$ cat config.mk
export PLATFORM = sky130hd
export DESIGN_NAME = heartbeat_seq
export DESIGN_NICKNAME = d
export VERILOG_FILES = /design/src/rtl/hb_pkg.sv /design/src/rtl/hb_tick_gen.sv /design/src/rtl/heartbeat_seq.sv
export SDC_FILE = /design/constraint.sdc
export NUM_CORES = 1
export LEC_CHECK = 0
export CAP_MARGIN = 20
export CELL_PAD_IN_SITES_DETAIL_PLACEMENT = 1
export CELL_PAD_IN_SITES_GLOBAL_PLACEMENT = 1
export CORE_UTILIZATION = 50
export CTS_CLUSTER_DIAMETER = 60
export CTS_CLUSTER_SIZE = 28
export DETAILED_ROUTE_END_ITERATION = 16
export DONT_BUFFER_PORTS = 1
export PLACE_DENSITY_LB_ADDON = 0.3
export SLEW_MARGIN = 20
export SYNTH_ARGS = -nofsm -noshare
export SYNTH_HDL_FRONTEND = slang
export SYNTH_SLANG_ARGS = --single-unit
$ cat constraint.sdc
create_clock -name clk -period 7 [get_ports clk]
set_input_delay 1.4 -clock clk [delete_from_list [all_inputs] [get_ports clk]]
set_output_delay 1.4 -clock clk [all_outputs]
set_load 0.03 [all_outputs]
$ cat src/rtl/hb_pkg.sv
// Shared types and constants for the heartbeat sequencer: state encoding,
// divider period codes and the bpm/accumulator limits.
package hb_pkg;

    typedef enum logic [2:0] {
        IDLE = 3'd0,
        LUB  = 3'd1,
        GAP  = 3'd2,
        DUB  = 3'd3,
        REST = 3'd4
    } hb_state_e;

    localparam logic [3:0]  PER_OFF  = 4'd0;
    localparam logic [3:0]  PER_LUB  = 4'd1;
    localparam logic [3:0]  PER_DUB  = 4'd2;
    localparam logic [3:0]  PER_SLOW = 4'd4;

    localparam logic [7:0]  BPM_MIN  = 8'd30;
    localparam logic [7:0]  BPM_MAX  = 8'd180;
    localparam logic [16:0] ACC_WRAP = 17'd60000;

    function automatic logic [7:0] clamp_bpm(input logic [7:0] b);
        if (b < BPM_MIN)      return BPM_MIN;
        else if (b > BPM_MAX) return BPM_MAX;
        else                  return b;
    endfunction

    function automatic logic [3:0] period_of(input hb_state_e s);
        case (s)
            LUB:     return PER_LUB;
            GAP:     return PER_SLOW;
            DUB:     return PER_DUB;
            REST:    return PER_SLOW;
            default: return PER_OFF;
        endcase
    endfunction

endpackage

$ cat src/rtl/hb_tick_gen.sv
// Prescaler producing a one-cycle tick every DIV clocks; clr_i holds it at 0
// so the first tick after release lands exactly DIV cycles later.
module hb_tick_gen #(
    parameter int unsigned DIV = 12_000
) (
    input  logic clk,
    input  logic rst_n,
    input  logic clr_i,
    output logic tick_o
);

    localparam int unsigned CW = (DIV > 1) ? $clog2(DIV) : 1;
    localparam logic [CW-1:0] LAST = CW'(DIV - 1);

    logic [CW-1:0] cnt_q, cnt_d;

    // NOTE: every variable assigned in always_comb gets a default first, so no path can infer a latch.
    always_comb begin
        cnt_d = cnt_q;
        if (clr_i)              cnt_d = '0;
        else if (cnt_q == LAST) cnt_d = '0;
        else                    cnt_d = cnt_q + 1'b1;
    end

    // NOTE: state registers use non-blocking assignments so all flops update together at the edge.
    always_ff @(posedge clk or negedge rst_n) begin
        if (!rst_n) cnt_q <= '0;
        else        cnt_q <= cnt_d;
    end

    // Tick is the cycle whose edge wraps the count back to 0.
    assign tick_o = ~clr_i & (cnt_q == LAST);

endmodule

$ cat src/rtl/heartbeat_seq.sv
// Lub-dub heartbeat sequencer driving the LED divider period select.
// Define HB_MISS_CNT_EN to add the saturating dropped-beat counter miss_cnt.
module heartbeat_seq
    import hb_pkg::*;
#(
    parameter int unsigned CLK_FREQ  = 12_000_000,
    parameter int unsigned TICK_HZ   = 1000,
    parameter int unsigned LUB_TICKS = 100,
    parameter int unsigned GAP_TICKS = 120,
    parameter int unsigned DUB_TICKS = 100
) (
    input  logic       clk,
    input  logic       rst_n,
    input  logic       en,
    input  logic [7:0] bpm,
    output logic [3:0] period,
    output logic [2:0] phase,
    output logic       beat_pulse,
    output logic       busy
`ifdef HB_MISS_CNT_EN
    ,
    output logic [7:0] miss_cnt
`endif
);

    localparam int unsigned MAX_LG  = (LUB_TICKS > GAP_TICKS) ? LUB_TICKS : GAP_TICKS;
    localparam int unsigned MAX_DUR = (MAX_LG > DUB_TICKS) ? MAX_LG : DUB_TICKS;
    localparam int unsigned PW      = $clog2(MAX_DUR + 1);
    localparam logic [PW-1:0] LUB_LAST = PW'(LUB_TICKS - 1);
    localparam logic [PW-1:0] GAP_LAST = PW'(GAP_TICKS - 1);
    localparam logic [PW-1:0] DUB_LAST = PW'(DUB_TICKS - 1);

    hb_state_e     state_q, state_d;
    logic [15:0]   acc_q, acc_d;
    logic [PW-1:0] pcnt_q, pcnt_d;
    logic [3:0]    period_q, period_d;
    logic          pulse_q, pulse_d;
    logic          tick;
    logic [7:0]    bpm_c;
    logic [16:0]   acc_sum;
    logic          beat_evt;

    hb_tick_gen #(.DIV(CLK_FREQ / TICK_HZ)) u_tick (
        .clk    (clk),
        .rst_n  (rst_n),
        .clr_i  (~en),
        .tick_o (tick)
    );

    // The accumulator wraps even when a beat is dropped, keeping the long-run rate exact.
    assign bpm_c    = clamp_bpm(bpm);
    assign acc_sum  = {1'b0, acc_q} + 17'(bpm_c);
    assign beat_evt = tick & (acc_sum >= ACC_WRAP);

    always_ff @(posedge clk or negedge rst_n) begin
        if (!rst_n) begin
            state_q  <= IDLE;
            acc_q    <= '0;
            pcnt_q   <= '0;
            period_q <= PER_OFF;
            pulse_q  <= 1'b0;
        end else begin
            state_q  <= state_d;
            acc_q    <= acc_d;
            pcnt_q   <= pcnt_d;
            period_q <= period_d;
            pulse_q  <= pulse_d;
        end
    end

    always_comb begin
        state_d = state_q;
        acc_d   = acc_q;
        pcnt_d  = pcnt_q;
        if (!en) begin
            state_d = IDLE;
            acc_d   = '0;
            pcnt_d  = '0;
        end else if (state_q == IDLE) begin
            state_d = LUB;
            acc_d   = '0;
            pcnt_d  = LUB_LAST;
        end else if (tick) begin
            acc_d = beat_evt ? 16'(acc_sum - ACC_WRAP) : acc_sum[15:0];
            if (state_q == REST) begin
                if (beat_evt) begin
                    state_d = LUB;
                    pcnt_d  = LUB_LAST;
                end
            end else if (pcnt_q == '0) begin
                case (state_q)
                    LUB: begin state_d = GAP;  pcnt_d = GAP_LAST; end
                    GAP: begin state_d = DUB;  pcnt_d = DUB_LAST; end
                    DUB: begin state_d = REST; pcnt_d = '0;       end
                    default: ;
                endcase
            end else begin
                pcnt_d = pcnt_q - 1'b1;
            end
        end
    end

    always_comb begin
        period_d = period_of(state_d);
        pulse_d  = (state_d == LUB) && (state_q != LUB);
        busy     = (state_q == LUB) || (state_q == GAP) || (state_q == DUB);
    end

    assign period     = period_q;
    assign phase      = state_q;
    assign beat_pulse = pulse_q;

`ifdef HB_MISS_CNT_EN
    logic       beat_drop;
    logic [7:0] miss_q;

    assign beat_drop = en & beat_evt & ((state_q == LUB) || (state_q == GAP) || (state_q == DUB));

    always_ff @(posedge clk or negedge rst_n) begin
        if (!rst_n)                              miss_q <= '0;
        else if (state_d == IDLE)                miss_q <= '0;
        else if (beat_drop && miss_q != 8'hFF)   miss_q <= miss_q + 1'b1;
    end

    assign miss_cnt = miss_q;
`endif

endmodule

Word-level counts from Yosys, hierarchy flattened
Cells that the tools add are included.

cells by class
  $add $sub $neg = 4
  magnitude comparators = 3
  equality and inequality tests = 13
  mux-type cells = 23
  bitwise logic cells = 2
  reductions and logical operators = 7

operator list
  cell                    count
  $mux 16                 4
  $mux 7                  6
  $mux 14                 2
  $pmux 7 s3              1
  $mux 3                  6
  $pmux 3 s3              2
  $add 16x8->17           1
  $ge 17x16->1 const B    1
  $mux 8                  2
  $sub 16x16->16 const B  1
  $add 14x1->14 const B   1
  $eq 14x14->1 const B    1
  $eq 3x2->1 const B      4
  $gt 8x8->1 const B      1
  $lt 8x5->1 const B      1
  $logic_not 7->1         1
  $ne 7x4->1 const B      1
  $sub 7x1->7 const B     1
  $eq 3x1->1 const B      2
  $eq 3x3->1 const B      2
  $ne 3x1->1 const B      2
  $ne 4x4->1 const B      1
  $logic_not 3->1         1
  $reduce_and 3->1        1
  other kinds (4)         6

word-level totals
  register bits = 45
  input bits = 11
  logic and storage cells = 58

Depth between registers and ports, before layout
  depth in word-level cells = 14
  depth in mapped cells = 19
  mapped depth without buffers = 18

Cells and area by module
From an unflattened synthesis, not the netlist that was laid out.

unflattened totals
  cells, all modules = 402
  area, all modules = 3347.0 um2

modules (own cells, without submodules)
  module         instances  cells each  area each (um2)
  heartbeat_seq  1          331         2626.3
  hb_tick_gen    1          71          720.7

Least setup slack after synthesis
No wires, ideal clock.

  path kind = input-to-reg
  start = input bpm[1]
  end = register pcnt_q[5]
  library setup time = 131 ps
  data arrival time = 4713 ps
  required time = 6869 ps
  setup slack = 2157 ps
  stages = 18
  path buffers = 1
  path through = o21ai_0 -> a21oi_1 -> o21ai_0 -> and3_1 -> ha_1 -> inv_1 -> fa_1 -> nand2b_1 -> a21o_1 -> a22o_1 -> or3_1 -> nand4b_1 -> o22a_2 -> o21ai_2 -> o21a_1 -> buf_6 -> o311ai_2 -> o21ai_1

between the ends
  word-level cells in the longest chain between the ends = 8
  elaborated cells on any way between the ends = 9

ends and longest elaborated chain
  element                              line                 text
  from (decl)                          heartbeat_seq.sv:15  input logic [7:0] bpm,
  $gt 8x8->1                           hb_pkg.sv:24         else if (b > BPM_MAX) return BPM_MAX;
  $mux 8                               hb_pkg.sv:24
  $mux 8 *                             hb_pkg.sv:23         if (b < BPM_MIN) return BPM_MIN;
  $add 16x8->17 *                      heartbeat_seq.sv:52  assign acc_sum = {1'b0, acc_q} + 17'(bpm_c);
  $ge 17x16->1 *                       heartbeat_seq.sv:53  assign beat_evt = tick & (acc_sum >= ACC_WRAP);
  $and 1x1->1 *                        heartbeat_seq.sv:53
  $ne 4x4->1 (no source line) *        -
  $reduce_and 3->1 (no source line) *  -
  to (signal assigned)                 heartbeat_seq.sv:65  pcnt_q <= pcnt_d;
  to (decl)                            heartbeat_seq.sv:35  logic [PW-1:0] pcnt_q, pcnt_d;

Every way passes the cells marked *; elsewhere a longest branch is shown, timed or not.
A chain may end at the register's enable or synchronous reset.

Worst setup path in the final report
  start = input bpm[1]
  end = register pcnt_q[4]

The elaborated chain is that of the path after synthesis.

==> results_dict.tcl <==
set metrics [dict create \
    status "finished, final reports clean" \
    worstPathRequired_ns 7.22 \
    detailedRoute.firstIterationViolations 146 \
    setup_tns_ns 0 \
    power_frac_comb_pct 12.0 \
    p_switching_w 0.000154 \
    synth_cell_types 67 \
    cts_resized 0 \
    finalCritPeriodShare_pct 77.6 \
    crit_type "in2reg" \
    timing.fmax_ghz 0.184 \
    drc 0 \
    end_kind "flip-flop" \
    synth_top_area_share_pct 33.1 \
    synth_enable_flop_cells 0 \
    slew_viol_final 0 \
    slowest_delay_ns 0.51 \
    die_w_um 83.6 \
    synthToLayoutAreaGrowth_pct 3.80 \
    rsz0062_at_grt "false" \
    dieArea_um2 6980 \
    clkPwrFrac_pct 38.7 \
    startpoint_type "input pin" \
    vias 2988 \
    gp_congestion 0.890 \
    synth_seq_area_share_pct 33.1 \
    postCtsHoldBufs 0 \
    clock_latency_ns 0.31 \
    core_um2 6390 \
    root_buffer "clkbuf_8" \
    antenna_left 0 \
    crit_chain "o21ai_0, a21oi_1, o21ai_0, and3_1, ha_1, inv_1, fa_1, nand2b_1, a21oi_1, o31ai_1, o31a_1, ha_1, nand4b_1, o22a_2, o21ai_2, o21a_1, a22oi_1, o22ai_1" \
    synth_area_per_cell_um2 7.99 \
    cts.clk_slew.worst_paths_ns 0.09 \
    synth_nets 439 \
    fp.dieH_um 83.6 \
    grt_use_total_pct 25.9 \
    tightestPinTransition_ns 0.810 \
    diodes 0 \
    initial_core_util_pct 52.1 \
    maxCapViolations 0 \
    setup_violations 0 \
    worst_hold_slack_ns 0.500 \
    synthTopCellsByArea "dfrtp_1 33%, nor2_1 5.4%, nand2_1 5.0%" \
    grt_pass1_vias 2992 \
    cts_made_buffers 5 \
    fin_nets 426 \
    seqPwrFrac_pct 49.4 \
    skew_ns 0.00950 \
    syn-cell-area_um2 3330 \
    ctsHtreeMaxLevel 2 \
    synth_area_leader_cell "dfrtp_1" \
    rows 29 \
    clockBufferDepth 2 \
    path_max_fanout 15 \
    numClockSinks 44 \
    routed_wl_um 8660 \
    synth_most_common_cell "nor2_1" \
    hold_class "reg2reg" \
    firstDrtPassIters 4 \
    synthTopCellsByCount "48 x nor2_1, 44 x dfrtp_1, 44 x nand2_1" \
    cts_tree "built" \
    avgRoutedWirePerCell_um 18.0 \
    yosys_most_used_dff "dfrtp_1" \
    nFillCells 791 \
    pre_cts_ws_ns 1.31 \
    p_leak_nw 1.44 \
    antenna_found_initial 0 \
    slowest_stage "o21ai_2" \
    period_needed_ns 5.43 \
    drive_gt1_share_pct 6.68 \
    intPower_w 0.000392 \
    grt_pass1_wl_um 14800 \
    ir_drop_uv 110 \
    overflow 0 \
    syn_inst 416 \
    swShare_pct 28.1 \
    arrival_ns 5.65 \
    async_flop_share_pct 100 \
    grt_max_degree 45 \
    fin_ws_ns 1.57 \
    finalHoldViolCount 0 \
    postCtsSetupRepairBufs 0 \
    synth_warnings 0 \
    io_pins 20 \
    vias_per_cell 6.21 \
    dp.final_hpwl_um 6310 \
    slew_headroom_pct 45.6 \
    power.density_nw_per_um2 158 \
    synth_seq_cells 44 \
    port_buffers 0 \
]
[cell usage in the layout (no fill, tap or decap), types with 13 or more instances in the layout]
master / netlist / routed
and3_1: 13 / 13
o21ai_0: 23 / 23
dfrtp_1: 44 / 44
xnor2_1: 16 / 16
nand3_1: 20 / 20
nand2_1: 44 / 44
a21oi_1: 27 / 27
inv_1: 19 / 19
nor2_1: 48 / 48
[power by group through the flow]
stage               clock, W  combinational (W)  sequential, W
floorplan                  0          0.0000538       0.000272
global placement           0          0.0000620       0.000274
detailed placement         0          0.0000643       0.000274
CTS                 0.000214          0.0000653       0.000269
global route        0.000222          0.0000733       0.000270
finish              0.000211          0.0000653       0.000269
[critical path: cells and delay by family]
family	cells	cell delay [ns]
AND/OR/NAND/NOR	3	0.65
adder cells (fa/ha/maj)	3	0.79
buffers and inverters	1	0.07
AO/OA/AOI/OAI	11	2.73
[cells by family after synthesis]
kind of cell	share of synthesized area (%)
buf+inv	5.15
fa+ha+maj	4.74
simple gates	26.0
xor+xnor	7.11
other cells	0.113
compound gates	22.6
mux	1.24
flops	33.1
[area by class of cell]
| cell class | count | area, um^2 | area share, % |
|---|---|---|---|
| inverters | 19 | 71.3 | 2.07 |
| clock buffers | 5 | 68.8 | 1.99 |
| repair buffers | 2 | 15.0 | 0.435 |
| well taps | 77 | 96.3 | 2.79 |
| clock inverters | 3 | 46.3 | 1.34 |
| multi-input cells | 331 | 2050 | 59.5 |
| flip-flops and latches | 44 | 1100 | 31.9 |
[registers in the layout, indices dropped and copies added, names as in the netlist]
| name | flops |
|---|---|
| acc_q | 16 |
| u_tick.cnt_q | 14 |
| pcnt_q | 7 |
| period | 3 |
| phase | 3 |
| beat_pulse | 1 |
[worst paths after layout]
check,endpoint,cells after the start,from,slack [ns]
min in group asynchronous,acc_q[3]$_DFFE_PN0P_,0,rst_n,0.77
min,u_tick.cnt_q[0]$_DFF_PN0_,1,u_tick.cnt_q[0]$_DFF_PN0_,0.50
max reg2reg,pcnt_q[4]$_DFFE_PN0P_,14,acc_q[0]$_DFFE_PN0P_,3.11
max,pcnt_q[4]$_DFFE_PN0P_,18,bpm[1],1.57
max in group asynchronous,acc_q[2]$_DFFE_PN0P_,0,rst_n,6.14
min reg2reg,u_tick.cnt_q[0]$_DFF_PN0_,1,u_tick.cnt_q[0]$_DFF_PN0_,0.50
[layer usage]
metal	track usage [%]	vias up	part of all wire, %
met1	36.7	1467	48
met3	4.15	16	3.7
li1	-	1447	-
met5	0	-	0
met2	41.4	58	47
met4	6.63	0	1.5
[per-stage QoR]
step / instance area (um^2) / power (W) / std cells / utilization, %
final: 3450 / 0.000546 / 481 / 54.1
after global routing: 3450 / 0.000566 / 481 / 54.1
after CTS: 3450 / 0.000549 / 481 / 54.1
after detailed placement: 3340 / 0.000339 / 473 / 52.3
after global placement: 3340 / 0.000336 / 473 / 52.3
after floorplan: 3330 / 0.000325 / 416 / -
(Power assumes the default switching activity.)
